[src/rtl/pipemul_pkg.sv]
// Shared types and constants for the multi-cycle multiply sequencer.
package pipemul_pkg;

    typedef enum logic [1:0] {
        IDLE    = 2'd0,
        RUN     = 2'd1,
        WAIT_WB = 2'd2
    } state_t;

    localparam int WIDTH_DEF = 32;
    localparam int STEP_DEF  = 1;

    function automatic bit step_legal(input int step);
        return (step == 1) || (step == 2) || (step == 4);
    endfunction

    function automatic int cnt_w(input int n);
        return (n > 1) ? $clog2(n) : 1;
    endfunction

    // A zero destination never carries a real dependency.
    function automatic logic reg_hit(input logic [4:0] r, input logic v, input logic [4:0] dest);
        return v & (r == dest) & (dest != 5'd0);
    endfunction

endpackage

[src/rtl/pipemul_step.sv]
// One STEP-bit shift-add iteration: acc + digit * mcand, truncated to WIDTH.
module pipemul_step
    import pipemul_pkg::*;
#(
    parameter int WIDTH = WIDTH_DEF,
    parameter int STEP  = STEP_DEF
) (
    input  logic [WIDTH-1:0] acc,
    input  logic [WIDTH-1:0] mcand,
    input  logic [STEP-1:0]  digit,
    output logic [WIDTH-1:0] acc_nxt
);

    logic [STEP-1:0][WIDTH-1:0] pp;

    for (genvar i = 0; i < STEP; i++) begin : g_pp
        assign pp[i] = digit[i] ? (mcand << i) : '0;
    end

    always_comb begin
        acc_nxt = acc;
        for (int i = 0; i < STEP; i++) begin
            acc_nxt = acc_nxt + pp[i];
        end
    end

endmodule

[src/rtl/pipemulctl.sv]
// Iterative multiply sequencer with ID hazard stall and WB write-port arbitration.
// Optional PIPEMULCTL_EARLY_OUT_EN: leave RUN as soon as the remaining multiplier is zero.
module pipemulctl
    import pipemul_pkg::*;
#(
    parameter int WIDTH = WIDTH_DEF,
    parameter int STEP  = STEP_DEF
) (
    input  logic             clock,
    input  logic             reset,
    input  logic             start,
    input  logic [WIDTH-1:0] a,
    input  logic [WIDTH-1:0] b,
    input  logic [4:0]       ern,
    input  logic             id_mul,
    input  logic [4:0]       rs,
    input  logic [4:0]       rt,
    input  logic             rs_isreg,
    input  logic             rt_isreg,
    input  logic             id_wreg,
    input  logic [4:0]       id_wrn,
    input  logic             mwreg,
    output logic             stall,
    output logic             busy,
    output logic             we,
    output logic [4:0]       wrn,
    output logic [WIDTH-1:0] wdata
);

    localparam int N  = WIDTH / STEP;
    localparam int CW = cnt_w(N);

    if (!step_legal(STEP) || (WIDTH % STEP) != 0) begin : g_bad_step
        $error("pipemulctl: STEP must be 1, 2 or 4 and divide WIDTH");
    end

    state_t           state, state_nxt;
    logic [WIDTH-1:0] mcand, mcand_nxt;
    logic [WIDTH-1:0] mplier, mplier_nxt;
    logic [WIDTH-1:0] acc, acc_nxt;
    logic [4:0]       dest, dest_nxt;
    logic [CW-1:0]    count, count_nxt;
    logic [WIDTH-1:0] acc_step;
    logic [WIDTH-1:0] mplier_sh;
    logic             done;

    pipemul_step #(
        .WIDTH (WIDTH),
        .STEP  (STEP)
    ) u_step (
        .acc     (acc),
        .mcand   (mcand),
        .digit   (mplier[STEP-1:0]),
        .acc_nxt (acc_step)
    );

    assign mplier_sh = mplier >> STEP;

`ifdef PIPEMULCTL_EARLY_OUT_EN
    assign done = (count == '0) || (mplier_sh == '0);
`else
    assign done = (count == '0);
`endif

    always_ff @(posedge clock or posedge reset) begin
        if (reset) begin
            state  <= IDLE;
            mcand  <= '0;
            mplier <= '0;
            acc    <= '0;
            dest   <= '0;
            count  <= '0;
        end else begin
            state  <= state_nxt;
            mcand  <= mcand_nxt;
            mplier <= mplier_nxt;
            acc    <= acc_nxt;
            dest   <= dest_nxt;
            count  <= count_nxt;
        end
    end

    always_comb begin
        state_nxt  = state;
        mcand_nxt  = mcand;
        mplier_nxt = mplier;
        acc_nxt    = acc;
        dest_nxt   = dest;
        count_nxt  = count;
        case (state)
            IDLE: begin
                if (start) begin
                    mcand_nxt  = a;
                    mplier_nxt = b;
                    dest_nxt   = ern;
                    acc_nxt    = '0;
                    count_nxt  = CW'(N - 1);
                    state_nxt  = RUN;
                end
            end
            RUN: begin
                acc_nxt    = acc_step;
                mcand_nxt  = mcand << STEP;
                mplier_nxt = mplier_sh;
                count_nxt  = count - CW'(1);
                if (done) state_nxt = WAIT_WB;
            end
            WAIT_WB: begin
                // Main pipe owns the port while mwreg is high; result waits.
                if (!mwreg) state_nxt = IDLE;
            end
            default: state_nxt = IDLE;
        endcase
    end

    assign busy  = (state != IDLE);
    assign we    = (state == WAIT_WB) & ~mwreg & (dest != 5'd0);
    assign wrn   = dest;
    assign wdata = acc;
    assign stall = busy & (id_mul
                         | reg_hit(rs, rs_isreg, dest)
                         | reg_hit(rt, rt_isreg, dest)
                         | reg_hit(id_wrn, id_wreg, dest));

endmodule

[config.mk]
export PLATFORM = sky130hd
export DESIGN_NAME = pipemulctl
export DESIGN_NICKNAME = d
export VERILOG_FILES = /design/src/rtl/pipemul_pkg.sv /design/src/rtl/pipemul_step.sv /design/src/rtl/pipemulctl.sv
export SDC_FILE = /design/constraint.sdc
export NUM_CORES = 1
export LEC_CHECK = 0
export CORE_UTILIZATION = 25
export DETAILED_ROUTE_END_ITERATION = 10
export MAX_ROUTING_LAYER = met4
export PLACE_DENSITY = 0.43
export SETUP_SLACK_MARGIN = 0.02
export SKIP_LAST_GASP = 1
export SLEW_MARGIN = 20
export SYNTH_ARGS = -nofsm -noshare
export SYNTH_HDL_FRONTEND = slang
export SYNTH_SLANG_ARGS = --single-unit
[constraint.sdc]
create_clock -name clock -period 4.02 [get_ports clock]
set_clock_uncertainty 0.05 [all_clocks]
set_input_delay 0.603 -clock clock [delete_from_list [all_inputs] [get_ports clock]]
set_output_delay 0.603 -clock clock [all_outputs]
set_load 0.05 [all_outputs]
==> impl_metrics.ini, run 1 <==
[status]
outcome = complete, no violations

[global_route]
grt_max_degree = 77
grt_pass1_wl_microns = 32000
gr-total-overflow = 0
grt_pass1_vias = 6067
antenna_found_initial = 3
grt.total_usage = 0.146

[routing]
drc = 0
firstDrtPassIters = 6
drtIter0Drc = 264
detail-route-antenna-nets = 0
dr_total_vias = 6062
wirelength_microns = 19200
viasPerCell = 4.80
wl_per_cell_microns = 15.2

[power_and_ir_drop]
switchingPower_w = 0.00446
seq_power_share = 0.237
power.leakage_nw = 3.69
ir_drop_uv = 256
switching_share = 0.495
power_frac_comb = 0.659
p_int_w = 0.00455
pwr-share-clk = 0.104
powerDensity_nw_per_um2 = 1040

[timing]
tns_ns = 0
worst_pin_slew_ns = 0.844
hold_viol = 0
post-route-period-util = 0.841
slew_headroom = 0.437
fmax_ghz = 0.296
fin_crit_ns = 3.38
drv_slew = 0
setup_viol = 0
rsz0062_at_grt = false
fin_hold_ws_ns = 0.437

[synth]
synth_top_family_by_area = simple AND/OR/NAND/NOR gates
synth.most_common_cell = nand2_1
synthArstFlopShare = 1.00
synthAdderAreaFrac = 0.0638
yosys_warnings = 0
synth_mux_area_frac = 0.00590
synth_edf_count = 0
syn_area_sq_um = 6790
synth-main-ff-cell = dfrtp_1
synth_area_leaders = dfrtp_1 40%, nand2_1 10%, a31oi_1 6.5%
yosysSeqAreaShare = 0.398
synth_top_cell_by_area = dfrtp_1
netlist_top_cells_count = 183 x nand2_1, 108 x dfrtp_1, 77 x nor2_1
synth_compound_area_frac = 0.196
synth_top_area_frac = 0.398
synthDistinctLibCells = 65
synth-simple-area-share = 0.246
synth_xor_xnor_area_share = 0.0477
syn_area_per_cell_sq_um = 8.25
ys_ff_latch = 108
synthCells = 823
syn-num-nets = 949

[cts]
cts_tree = yes
cts.path.max_buffers = 2
cts-root-buf = clkbuf_16
cts_sinks = 108
clkLatencyLatePin_ns = 0.36
hold_buffers = 0
cts_resized = 0
cts_buffers = 9
path_clk_slew_ns = 0.08
htreeDepth = 3
cts_setup_buffers = 0

[setup_path]
end_kind = output pin
path_class = input pin to output pin
cp_slowest_cell = clkdlybuf4s50_1
cp_data_arrival_time_ns = 2.73
critPathMaxFanout = 1
cp.required_ns = 3.37
reg2reg_slack_ns = 0.66
cp-start-kind = input pin
crit_chain = clkdlybuf4s50_1, xor2_1, nor4_1, nand3_1, a31oi_1, nor2_1, nor2_1, clkdlybuf4s50_1
cpPeakStageDelay_ns = 0.81

[placement]
gp_congestion = 0.772
dp.final_hpwl_microns = 13500
numPortBuffers = 131

[finish]
multiInputGateArea_sq_um = 3820
fill_cells = 2750
fin_nets = 1046
register_area_sq_um = 2700
area_delta_synth_final_pct = 28.3
drive_above_1_share = 0.0530

[die]
die-area_sq_um = 27800
chipWidth_microns = 167
start_util = 0.258
core_area_sq_um = 26400
rows = 59
die_h_microns = 167
boundaryPins = 132

[run]
max_cap_violations = 0

[worst_hold_path]
hold_path.class = flop to flop
## final timing paths
check,from,to,cells past startpoint
worst max-delay path,id_wrn[1],stall,8
worst min-delay path,wdata[31],wdata[31],1
worst max register to register,mplier[0],wdata[24],12
worst min register to register,wdata[31],wdata[31],1
max in group asynchronous,reset,mplier[1],3
min in group asynchronous,reset,mplier[13],2
## routing by layer
metal  share of wire  vias up  GRT usage
met5               0        -          -
met4          0.0084        0     0.0326
met3           0.047       11     0.0354
met2            0.46      110      0.232
met1            0.48     2866      0.188
li1                -     3075          -
## area by class of cell
cell class	instances	area share
Inverter	15	0.00675
Timing Repair Buffer	142	0.160
Clock buffer	10	0.0275
Clock inverter	6	0.00790
Multi-Input combinational cell	644	0.438
Tap cell	335	0.0481
Sequential cell	108	0.310
Antenna cell	3	0.000862
## cell families (layout without fill, tap and decap cells)
logic type,count (synthesis),after routing
buf+inv,71,173
fa+ha+maj,34,34
compound gates,199,199
simple gates,370,370
mux,4,4
other cells,0,3
flops,108,108
xor+xnor,37,37
## metrics by stage
| stage | area, sq um | power (W) | setup WS [ns] | instances | util |
|---|---|---|---|---|---|
| detailed placement | 8390 | 0.00814 | 0.619 | 1244 | 0.318 |
| global route | 8710 | 0.00989 | 0.373 | 1263 | 0.330 |
| finish | 8710 | 0.00901 | 0.637 | 1263 | 0.330 |
| floorplan | 6790 | 0.00663 | 0.521 | 823 | - |
| CTS | 8700 | 0.00914 | 0.599 | 1260 | 0.330 |
| global placement | 8390 | 0.00816 | 0.650 | 1244 | 0.318 |
## power by group through the flow
| stage | clock, W | sequential [W] | combinational [W] |
|---|---|---|---|
| after floorplan | 0 | 0.00264 | 0.00399 |
| after global placement | 0 | 0.00217 | 0.00599 |
| after detailed placement | 0 | 0.00216 | 0.00598 |
| after CTS | 0.000986 | 0.00215 | 0.00601 |
| after global routing | 0.00102 | 0.00222 | 0.00665 |
| final | 0.000942 | 0.00213 | 0.00594 |
## critical path, delay by kind of cell
family / cells / cell delay [ns]
and+or+nand+nor: 4 / 0.60
AOI/OAI and AO/OA: 1 / 0.15
buffers and inverters: 2 / 1.23
xor gates and xnor gates: 1 / 0.14
## cells in the final DEF, fill, tap and decap left out, types with 4 or more instances in the layout
cell type	netlist	layout
nand2_1	183	182
clkdlybuf4s50_1	0	131
dfrtp_1	108	108
nor2_1	77	77
a31oi_1	70	70
ha_1	33	33
and2_1	33	32
nand3_1	29	29
a21oi_1	29	29
o21ai_0	28	28
xor2_1	23	23
a21o_1	18	18
xnor2_1	14	14
inv_1	15	14
buf_4	0	11
clkbuf_16	0	9
nor3_1	7	7
o31ai_1	6	6
nand4_1	6	6
nor4_1	5	5
o21ai_1	5	5
and3_1	5	5
o211ai_1	4	4
a211oi_1	4	4
nor3b_1	4	4
o21a_1	4	4
o21bai_1	4	4
or4_1	4	4
mux2i_1	4	4
## flip-flops by register name, summed over array words and instances (netlist names)
register  count
count         5
state         2
mcand        32
mplier       32
wrn           5
wdata        32
Power figures use the tool's default switching activity.
==> inputs of run 2 (changes only) <==
--- a/config.mk
+++ b/config.mk
@@ -8,7 +8,7 @@
 export CORE_UTILIZATION = 25
 export DETAILED_ROUTE_END_ITERATION = 10
 export MAX_ROUTING_LAYER = met4
-export PLACE_DENSITY = 0.43
+export PLACE_DENSITY = 0.45
 export SETUP_SLACK_MARGIN = 0.02
 export SKIP_LAST_GASP = 1
 export SLEW_MARGIN = 20
==> constraint.sdc (replaced) <==
create_clock -name clock -period 2.7 [get_ports clock]
set_clock_uncertainty 0.05 [all_clocks]
set_input_delay 0.405 -clock clock [delete_from_list [all_inputs] [get_ports clock]]
set_output_delay 0.405 -clock clock [all_outputs]
set_load 0.05 [all_outputs]
==> run 2 against run 1 <==
  * The run now ends with setup timing left
  * Wire length increased by 10%
  * First-iteration DRC count increased by 19%
  * Critical path depth increased by 3
  * Via count increased by 6.4%
  * Highest routed layer unchanged
  * Global-route usage increased by 1.2 points
  * Register-to-register slack got worse by 0.88 ns
  * Non-clock buffer count increased by 92
  * Sequential cell count unchanged
==> impl_metrics.ini, run 2 (synthesis gave the netlist of run 1 again) <==
[status]
outcome = complete, but fails checks
violations = setup timing

[cts]
clkLatencyLatePin_ns = 0.36
cts-root-buf = clkbuf_16
cts_buffers = 9
path_clk_slew_ns = 0.08
cts.path.max_buffers = 2
htreeDepth = 3
cts_sinks = 108
cts_tree = yes

[global_route]
grt.busiest_layer = met2
grt_pass1_wl_microns = 34100
grtUsageMet2 = 0.256
gr-total-overflow = 0
grt_max_degree = 77
grt_util_met1 = 0.202
grt.met3_usage = 0.0269
antenna_found_initial = 2
grt_pass1_vias = 6460
grt.total_usage = 0.158

[finish]
final_common_cell = nand2_1
instances_no_fill = 1354
most-common-layout-cells = 181 x nand2_1, 129 x clkdlybuf4s50_1, 106 x dfrtp_1, 90 x buf_4, 76 x nor2_1
fin_nets = 1138
area_delta_synth_final_pct = 47.7
fin_util = 0.380
drive_above_1_share = 0.207

[setup_path]
critPathMaxFanout = 10
cp_data_arrival_time_ns = 3.11
path_class = flop to flop
cp.required_ns = 2.89
startpoint = mplier[0]
cp-start-kind = flop
regToRegStartpoint = mplier[0]
end_kind = flop

[placement]
pre_cts_ws_ns = -0.225
dp.final_hpwl_microns = 14700
gp_congestion = 0.845
dpl.cell_count = 1315
numPortBuffers = 131

[routing]
detail-route-antenna-nets = 0
wl_per_cell_microns = 15.6
wirelength_microns = 21100
drc = 0
drtIter0Drc = 313
firstDrtPassIters = 5
dr_total_vias = 6448
viasPerCell = 4.76

[die]
die-area_sq_um = 27800
start_util = 0.258
core_area_sq_um = 26400
die_h_microns = 167
rows = 59
chipWidth_microns = 167
boundaryPins = 132

[run]
max_cap_violations = 0

[timing]
drv_slew = 0
fin_crit_ns = 2.92
setup_viol = 14
setup_slack_ns = -0.216
fmax_ghz = 0.343
hold_viol = 0
worst_pin_slew_ns = 0.791
rsz0062_at_grt = true
post-route-period-util = 1.08
slew_headroom = 0.471
tns_ns = -1.46

[worst_hold_path]
min_from = wdata[31]
hold_path.class = flop to flop
==> run 2: what timing repair did <==
action | in CTS | in global routing
resized for setup | 25 | 68
cloned | 1 | 1
setup buffers | 10 | 11
pin swaps | 16 | 40
hold buffers | 0 | 0
endpoints found under the setup margin | 20 | 23
==> run 2: per-layer routing <==
| metal | vias up | part of all wire |
|---|---|---|
| met3 | 17 | 0.034 |
| met4 | 0 | 0.014 |
| li1 | 3252 | - |
| met1 | 3072 | 0.47 |
| met5 | - | 0 |
| met2 | 107 | 0.48 |
==> run 2: final timing paths <==
check                       endpoint  slack [ns]  depth (start not counted)
min reg2reg                wdata[31]        0.43                          1
min                        wdata[31]        0.43                          1
max in group asynchronous  mplier[0]        1.78                          3
max                        wdata[26]       -0.22                         11
min in group asynchronous   mcand[4]        0.47                          3
max reg2reg                wdata[26]       -0.22                         11
==> run 2: final cells by class <==
type / instances / area (sq um)
Timing Repair Buffer: 234 / 2220
Tap cell: 335 / 419
Multi-Input combinational cell: 644 / 4310
Inverter: 15 / 60.1
Clock buffer: 9 / 225
Sequential cell: 108 / 2710
Fill cell: 2662 / 16300
Clock inverter: 7 / 82.6
Antenna cell: 2 / 5.00
==> run 2: worst max-delay path, cell delays in order (launching register included) <==
cell and delay, ns:
dfrtp_2 0.48, buf_12 0.16, buf_12 0.13, and2_4 0.14, ha_4 0.23, a21o_1 0.19
a21o_1 0.15, a21o_1 0.18, a21o_1 0.21, o31a_2 0.36, nor4b_4 0.14, or3_1 0.37
==> run 2: per-stage QoR <==
step / hold WS, ns / cell area (sq um)
CTS: 0.434 / 9590
global route: 0.462 / 10000
finish: 0.431 / 10000
floorplan: 0.417 / 6820
global placement: 0.419 / 9030
detailed placement: 0.419 / 9030
Power of run 2 is not shown: default switching activity piles up to over one toggle a cycle in this logic, so the estimate is an artifact.
